### src/rtl/chunked_addsub_pkg.sv
// Shared definitions for the chunked adder/subtractor: FSM state encoding and
// an index-width helper.
package addsub_pkg;

  typedef enum logic [1:0] {
    S_IDLE = 2'd0,
    S_RUN  = 2'd1,
    S_DONE = 2'd2
  } state_e;

  // $clog2 floored at 1 so a single-chunk design still gets a 1-bit index
  function automatic int clog2_min1(input int n);
    return ($clog2(n) < 1) ? 1 : $clog2(n);
  endfunction

endpackage

### src/rtl/chunked_addsub_if.sv
// Request/result bundle of the chunked adder/subtractor; master drives the
// operands and start, slave returns the handshake and result flags.
interface chunked_addsub_if #(
  parameter int WIDTH = 8
) ();
  logic             start;
  logic             sub;
  logic [WIDTH-1:0] a;
  logic [WIDTH-1:0] b;
  logic             cin;
  logic             busy;
  logic             done;
  logic [WIDTH-1:0] sum;
  logic             cout;
  logic             ovf;

  modport master (output start, sub, a, b, cin,
                  input  busy, done, sum, cout, ovf);
  modport slave  (input  start, sub, a, b, cin,
                  output busy, done, sum, cout, ovf);
endinterface

### src/rtl/chunked_addsub_fa_chunk.sv
// Combinational CHUNK-bit ripple of full adders. Also exposes the carry into
// the top bit so the caller can derive signed overflow.
module fa_chunk #(
  parameter int CHUNK = 1
) (
  input  logic [CHUNK-1:0] a_i,
  input  logic [CHUNK-1:0] b_i,
  input  logic             ci_i,
  output logic [CHUNK-1:0] s_o,
  output logic             co_o,
  output logic             c_msb_in_o
);

  logic [CHUNK:0] c;

  always_comb begin
    c[0] = ci_i;
    for (int k = 0; k < CHUNK; k++) begin
      s_o[k]   = a_i[k] ^ b_i[k] ^ c[k];
      c[k+1]   = (a_i[k] & b_i[k]) | (c[k] & (a_i[k] ^ b_i[k]));
    end
  end

  assign co_o       = c[CHUNK];
  assign c_msb_in_o = c[CHUNK-1];

endmodule

### src/rtl/chunked_addsub.sv
// Multi-cycle adder/subtractor: CHUNK bits per clock through one full-adder
// slice and a carry flop, with start/busy/done handshake and carry/overflow flags.
module chunked_addsub
  import addsub_pkg::*;
#(
  parameter int WIDTH = 8,
  parameter int CHUNK = 1
) (
  input  logic           clk,
  input  logic           rst,
  chunked_addsub_if.slave bus
);

  localparam int NCYC = WIDTH / CHUNK;
  localparam int IW   = clog2_min1(NCYC);

  if (WIDTH < 2 || CHUNK < 1 || (WIDTH % CHUNK) != 0) begin : g_param_check
    $error("chunked_addsub: WIDTH must be >= 2 and a multiple of CHUNK");
  end

  state_e           state_q, state_d;
  logic [WIDTH-1:0] a_q, b_q, w_q, w_d, sum_q;
  logic             c_q, cout_q, ovf_q;
  logic [IW-1:0]    idx_q;
  logic [CHUNK-1:0] a_ch, b_ch, s_ch;
  logic             co, c_msb;
  logic             last, load;

  assign last = (idx_q == IW'(NCYC - 1));
  assign load = bus.start && (state_q == S_IDLE || state_q == S_DONE);

  always_ff @(posedge clk) begin
    if (rst) state_q <= S_IDLE;
    else     state_q <= state_d;
  end

  always_comb begin
    state_d = state_q;
    unique case (state_q)
      S_IDLE:  if (bus.start) state_d = S_RUN;
      S_RUN:   if (last) state_d = S_DONE;
      S_DONE:  state_d = bus.start ? S_RUN : S_IDLE;
      default: state_d = S_IDLE;
    endcase
  end

  always_comb begin
    bus.busy = 1'b0;
    bus.done = 1'b0;
    unique case (state_q)
      S_RUN:   bus.busy = 1'b1;
      S_DONE:  bus.done = 1'b1;
      default: ;
    endcase
  end

  // Operand slice steering: one adder slice serves every chunk position
  always_comb begin
    a_ch = '0;
    b_ch = '0;
    for (int i = 0; i < NCYC; i++) begin
      if (idx_q == IW'(i)) begin
        a_ch = a_q[i*CHUNK +: CHUNK];
        b_ch = b_q[i*CHUNK +: CHUNK];
      end
    end
  end

  fa_chunk #(.CHUNK(CHUNK)) u_fa (
    .a_i        (a_ch),
    .b_i        (b_ch),
    .ci_i       (c_q),
    .s_o        (s_ch),
    .co_o       (co),
    .c_msb_in_o (c_msb)
  );

  always_comb begin
    w_d = w_q;
    for (int i = 0; i < NCYC; i++) begin
      if (idx_q == IW'(i)) w_d[i*CHUNK +: CHUNK] = s_ch;
    end
  end

  // Subtraction is folded in at load time as a + ~b + ~cin
  always_ff @(posedge clk) begin
    if (rst) begin
      a_q    <= '0;
      b_q    <= '0;
      w_q    <= '0;
      c_q    <= 1'b0;
      idx_q  <= '0;
      sum_q  <= '0;
      cout_q <= 1'b0;
      ovf_q  <= 1'b0;
    end else if (load) begin
      a_q   <= bus.a;
      b_q   <= bus.b ^ {WIDTH{bus.sub}};
      c_q   <= bus.cin ^ bus.sub;
      idx_q <= '0;
    end else if (state_q == S_RUN) begin
      w_q   <= w_d;
      c_q   <= co;
      idx_q <= last ? '0 : idx_q + IW'(1);
      if (last) begin
        sum_q  <= w_d;
        cout_q <= co;
        ovf_q  <= co ^ c_msb;
      end
    end
  end

  assign bus.sum  = sum_q;
  assign bus.cout = cout_q;
  assign bus.ovf  = ovf_q;

endmodule

### src/flat_wrapper.sv
// flat-port wrapper written by rule: the top's interface ports become plain ports
module chunked_addsub_flat import addsub_pkg::*;
#(
  parameter int WIDTH = 8,
  parameter int CHUNK = 1
)
  (clk, rst, bus_start, bus_sub, bus_a, bus_b, bus_cin, bus_busy, bus_done, bus_sum, bus_cout, bus_ovf);
  chunked_addsub_if #(.WIDTH(WIDTH)) bus_i ();
  input  logic clk;
  input  logic rst;
  input wire logic [$bits(bus_i.start)-1:0] bus_start;
  input wire logic [$bits(bus_i.sub)-1:0] bus_sub;
  input wire logic [$bits(bus_i.a)-1:0] bus_a;
  input wire logic [$bits(bus_i.b)-1:0] bus_b;
  input wire logic [$bits(bus_i.cin)-1:0] bus_cin;
  output wire logic [$bits(bus_i.busy)-1:0] bus_busy;
  output wire logic [$bits(bus_i.done)-1:0] bus_done;
  output wire logic [$bits(bus_i.sum)-1:0] bus_sum;
  output wire logic [$bits(bus_i.cout)-1:0] bus_cout;
  output wire logic [$bits(bus_i.ovf)-1:0] bus_ovf;
  assign bus_i.start = bus_start;
  assign bus_i.sub = bus_sub;
  assign bus_i.a = bus_a;
  assign bus_i.b = bus_b;
  assign bus_i.cin = bus_cin;
  assign bus_busy = bus_i.busy;
  assign bus_done = bus_i.done;
  assign bus_sum = bus_i.sum;
  assign bus_cout = bus_i.cout;
  assign bus_ovf = bus_i.ovf;
  chunked_addsub #(.WIDTH(WIDTH), .CHUNK(CHUNK)) u_core (.clk(clk), .rst(rst), .bus(bus_i));
endmodule
### config.mk
export PLATFORM = sky130hd
export DESIGN_NAME = chunked_addsub_flat
export DESIGN_NICKNAME = d
export VERILOG_FILES = /design/src/rtl/chunked_addsub_pkg.sv /design/src/rtl/chunked_addsub_if.sv /design/src/rtl/chunked_addsub_fa_chunk.sv /design/src/rtl/chunked_addsub.sv /design/src/flat_wrapper.sv
export SDC_FILE = /design/constraint.sdc
export NUM_CORES = 1
export LEC_CHECK = 0
export CAP_MARGIN = 20
export CORE_UTILIZATION = 49
export CTS_BUF_LIST = sky130_fd_sc_hd__clkbuf_4
export DETAILED_ROUTE_END_ITERATION = 16
export PLACE_DENSITY_LB_ADDON = 0.15
export SYNTH_ARGS = -nofsm -noshare
export SYNTH_HDL_FRONTEND = slang
export SYNTH_SLANG_ARGS = --single-unit
### constraint.sdc
create_clock -name clk -period 2.81 [get_ports clk]
set_input_delay 0.843 -clock clk [delete_from_list [all_inputs] [get_ports clk]]
set_output_delay 0.843 -clock clk [all_outputs]
set_load 0.02 [all_outputs]
==> out/qor.yml <==
area_growth_pct: 20.1
post-cts-setup-buffers: 0
drc: 0
fin_crit_ps: 2550
critPathMaxStageDelay_ps: 440
synth_top_cell_by_area: "dfxtp_1"
synth_ff_type: "dfxtp_1"
relSlewSlack: 0.684
grt_usage: 0.211
regArea_um2: 782
numCtsBuffers: 5
die_w_um: 65.7
netlist.area_leader.share: 0.393
cts_buffer_depth: 2
required_ps: 3090
io_pins: 33
fin_area_um2: 2390
crit_buf_inv: 3
synth-edff-count: 0
synth.area.top_cells: "dfxtp_1, nand2_1, a21oi_1"
endpoint_kind: "register"
syn_inst: 233
tightest_slew_ps: 473
core_area_um2: 3770
syn_area_per_cell_um2: 8.53
final_layout_size_suffix_gt1_frac: 0.138
fin_worst_skew_ps: 7.29
cp.arrival_ps: 2830
fillers: 328
wl_per_cell_um: 13.1
critPathTopFamily: "compound AO/OA/AOI/OAI gates"
worst_path_most_repeated_cell: "a21oi_1"
tritoncts: "built"
final_nets: 287
min_path_type: "register to register"
placement.cell_area_um2: 2310
grt_pass1_wl_mm: 6.89
start_kind: "register"
fin_crit_sh: 0.906
power.density_nw_per_um2: 455
p_leak_nw: 0.820
path_cells: "inv_1, ha_1, buf_4, a21oi_1, o22ai_1, a21oi_1, o31a_1, fa_1, buf_4, a31oi_1, nand2_1, a21oi_1"
initial_core_util: 0.527
postRouteAntennaNets: 0
vias: 1641
ir_drop_mv: 0.288
drt_wl_total_mm: 4.03
grt-ovfl-total: 0
slew_violations: 0
ys_seq_elements: 39
rows: 22
multiInputGateArea_um2: 1070
gp_congestion: 0.894
clk_pin_slew_ps: 110
synth_nets: 261
timing.fmax_mhz: 393
cts_max_level: 2
ys_types: 44
yosysWarnings: 0
fp.dieH_um: 65.7
drt-initial-drc-count: 160
clockRootBuffer: "clkbuf_4"
total_power_w: 0.00108
syn_area_um2: 1990
worstSetupPathType: "register to register"
post-dp-hpwl_mm: 2.84
n_antenna_cell: 0
setup_tns_ps: 0
async_flop_share: 0
io_buffers: 32
ctsHoldBuffers: 0
status: "completed"
first_global_vias: 1543
grt_antenna_before_repair: 0
clk_latency_ps: 350
dieArea_um2: 4310
drtPass1Iterations: 4
grt_max_degree: 40
cp_slowest_cell: "fa_1"
setup_violations: 0
viasPerCell: 5.33
final_hold_viol_count: 0
drv_cap: 0
cp_max_fo: 15
synth_seq_area_share: 0.393
cts.sinks: 39
[where the power goes]
part           switching (W)  internal [W]  leakage (nW)
registers          0.0000173      0.000578         0.319
logic               0.000116     0.0000932         0.470
clock network       0.000178      0.000102        0.0307
[path summary, 6_finish.rpt]
check,cells after the start,startpoint,slack (ps),end
worst max-delay path,12,u_core.idx_q[1]$_SDFFE_PP0P_,260,u_core.bus.sum[4]$_SDFFE_PP0P_
worst min-delay path,2,u_core.bus.sum[3]$_SDFFE_PP0P_,460,u_core.bus.sum[3]$_SDFFE_PP0P_
worst max register to register,12,u_core.idx_q[1]$_SDFFE_PP0P_,260,u_core.bus.sum[4]$_SDFFE_PP0P_
worst min register to register,2,u_core.bus.sum[3]$_SDFFE_PP0P_,460,u_core.bus.sum[3]$_SDFFE_PP0P_
[cell usage in the layout (no fill, tap or decap), drive strengths merged]
| master | Yosys | layout |
|---|---|---|
| nand2b | 2 | 2 |
| and2 | 2 | 2 |
| xnor2 | 8 | 8 |
| nor3 | 5 | 5 |
| nor2 | 20 | 20 |
| o41ai | 1 | 1 |
| a311oi | 5 | 5 |
| o21ai | 4 | 4 |
| xor2 | 2 | 2 |
| inv | 8 | 8 |
| nand2 | 39 | 39 |
| o211ai | 5 | 5 |
| a211oi | 10 | 10 |
| a221oi | 3 | 3 |
| o21a | 1 | 1 |
| a21oi | 31 | 31 |
| and4 | 2 | 2 |
| nand3 | 1 | 1 |
| clkbuf | 4 | 6 |
| nor2b | 7 | 7 |
| a2111oi | 1 | 1 |
| ha | 6 | 6 |
| a32o | 1 | 1 |
| nor3b | 1 | 1 |
| o31a | 1 | 1 |
| clkinv | 0 | 2 |
| fa | 1 | 1 |
| o22ai | 1 | 1 |
| a21o | 1 | 1 |
| a31oi | 5 | 5 |
| clkdlybuf4s50 | 0 | 32 |
| buf | 16 | 7 |
| dfxtp | 39 | 39 |
[repair_timing]
item	CTS	global route
hold endpoints to repair	0	0
gates resized for setup	0	8
endpoints found under the setup margin	0	12
[cell families after synthesis]
kind of cell | count (synthesis) | share of synthesized area
xor+xnor | 10 | 0.0441
buf+inv | 28 | 0.0787
compound gates | 70 | 0.256
simple gates | 79 | 0.181
fa+ha+maj | 7 | 0.0479
flops | 39 | 0.393
[sequential cells by signal, summed over array words and instances, names as in the netlist]
| register | count |
|---|---|
| u_core.idx_q | 3 |
| u_core.a_q | 8 |
| u_core.w_q | 7 |
| u_core.bus.sum | 8 |
| u_core.b_q | 8 |
| u_core.bus.ovf | 1 |
| u_core.c_q | 1 |
| u_core.state_q | 2 |
| u_core.bus.cout | 1 |
[synthesized netlist by cell type (2+ instances only)]
library cell,instances
nand2_1,38
a211oi_1,9
a21oi_2,4
xor2_1,2
buf_2,11
o21ai_0,4
a31oi_1,5
dfxtp_1,39
nor2b_1,7
a221oi_1,2
ha_1,6
and4_1,2
buf_6,2
xnor2_1,8
inv_1,7
a21oi_1,27
nand2b_1,2
nor2_1,19
nor3_1,5
clkbuf_1,4
o211ai_2,3
a311oi_1,5
[metrics by stage]
stage	hold slack, ps	setup slack, ps	cells	utilization
6_report	459	263	308	0.633
5_1_grt	489	-4.11	308	0.633
4_1_cts	464	162	308	0.626
3_5_place_dp	448	198	300	0.612
3_3_place_gp	439	275	300	0.612
2_1_floorplan	436	66.2	233	-
[layout make-up]
class                           instances  share of cell area
Inverter                                8              0.0136
Clock buffer                            6              0.0189
Clock inverter                          2             0.00315
Sequential cell                        39               0.328
Timing Repair Buffer                   39               0.162
Tap cell                               48              0.0252
Multi-Input combinational cell        166               0.450
[metal layers]
layer	global-route usage	share of wire	vias to the layer above
li1	-	-	860
met4	0.0788	0.015	0
met5	0	0	-
met1	0.274	0.50	746
met3	0.0573	0.032	5
met2	0.332	0.46	30
[tightest hold or removal path, delay by kind of cell (launching register included)]
kind	cells	cell delay (ps)
flip-flops	1	320
AO/OA/AOI/OAI	1	50
AND/OR/NAND/NOR	1	50
No activity file was read; power rests on OpenSTA's default activity.
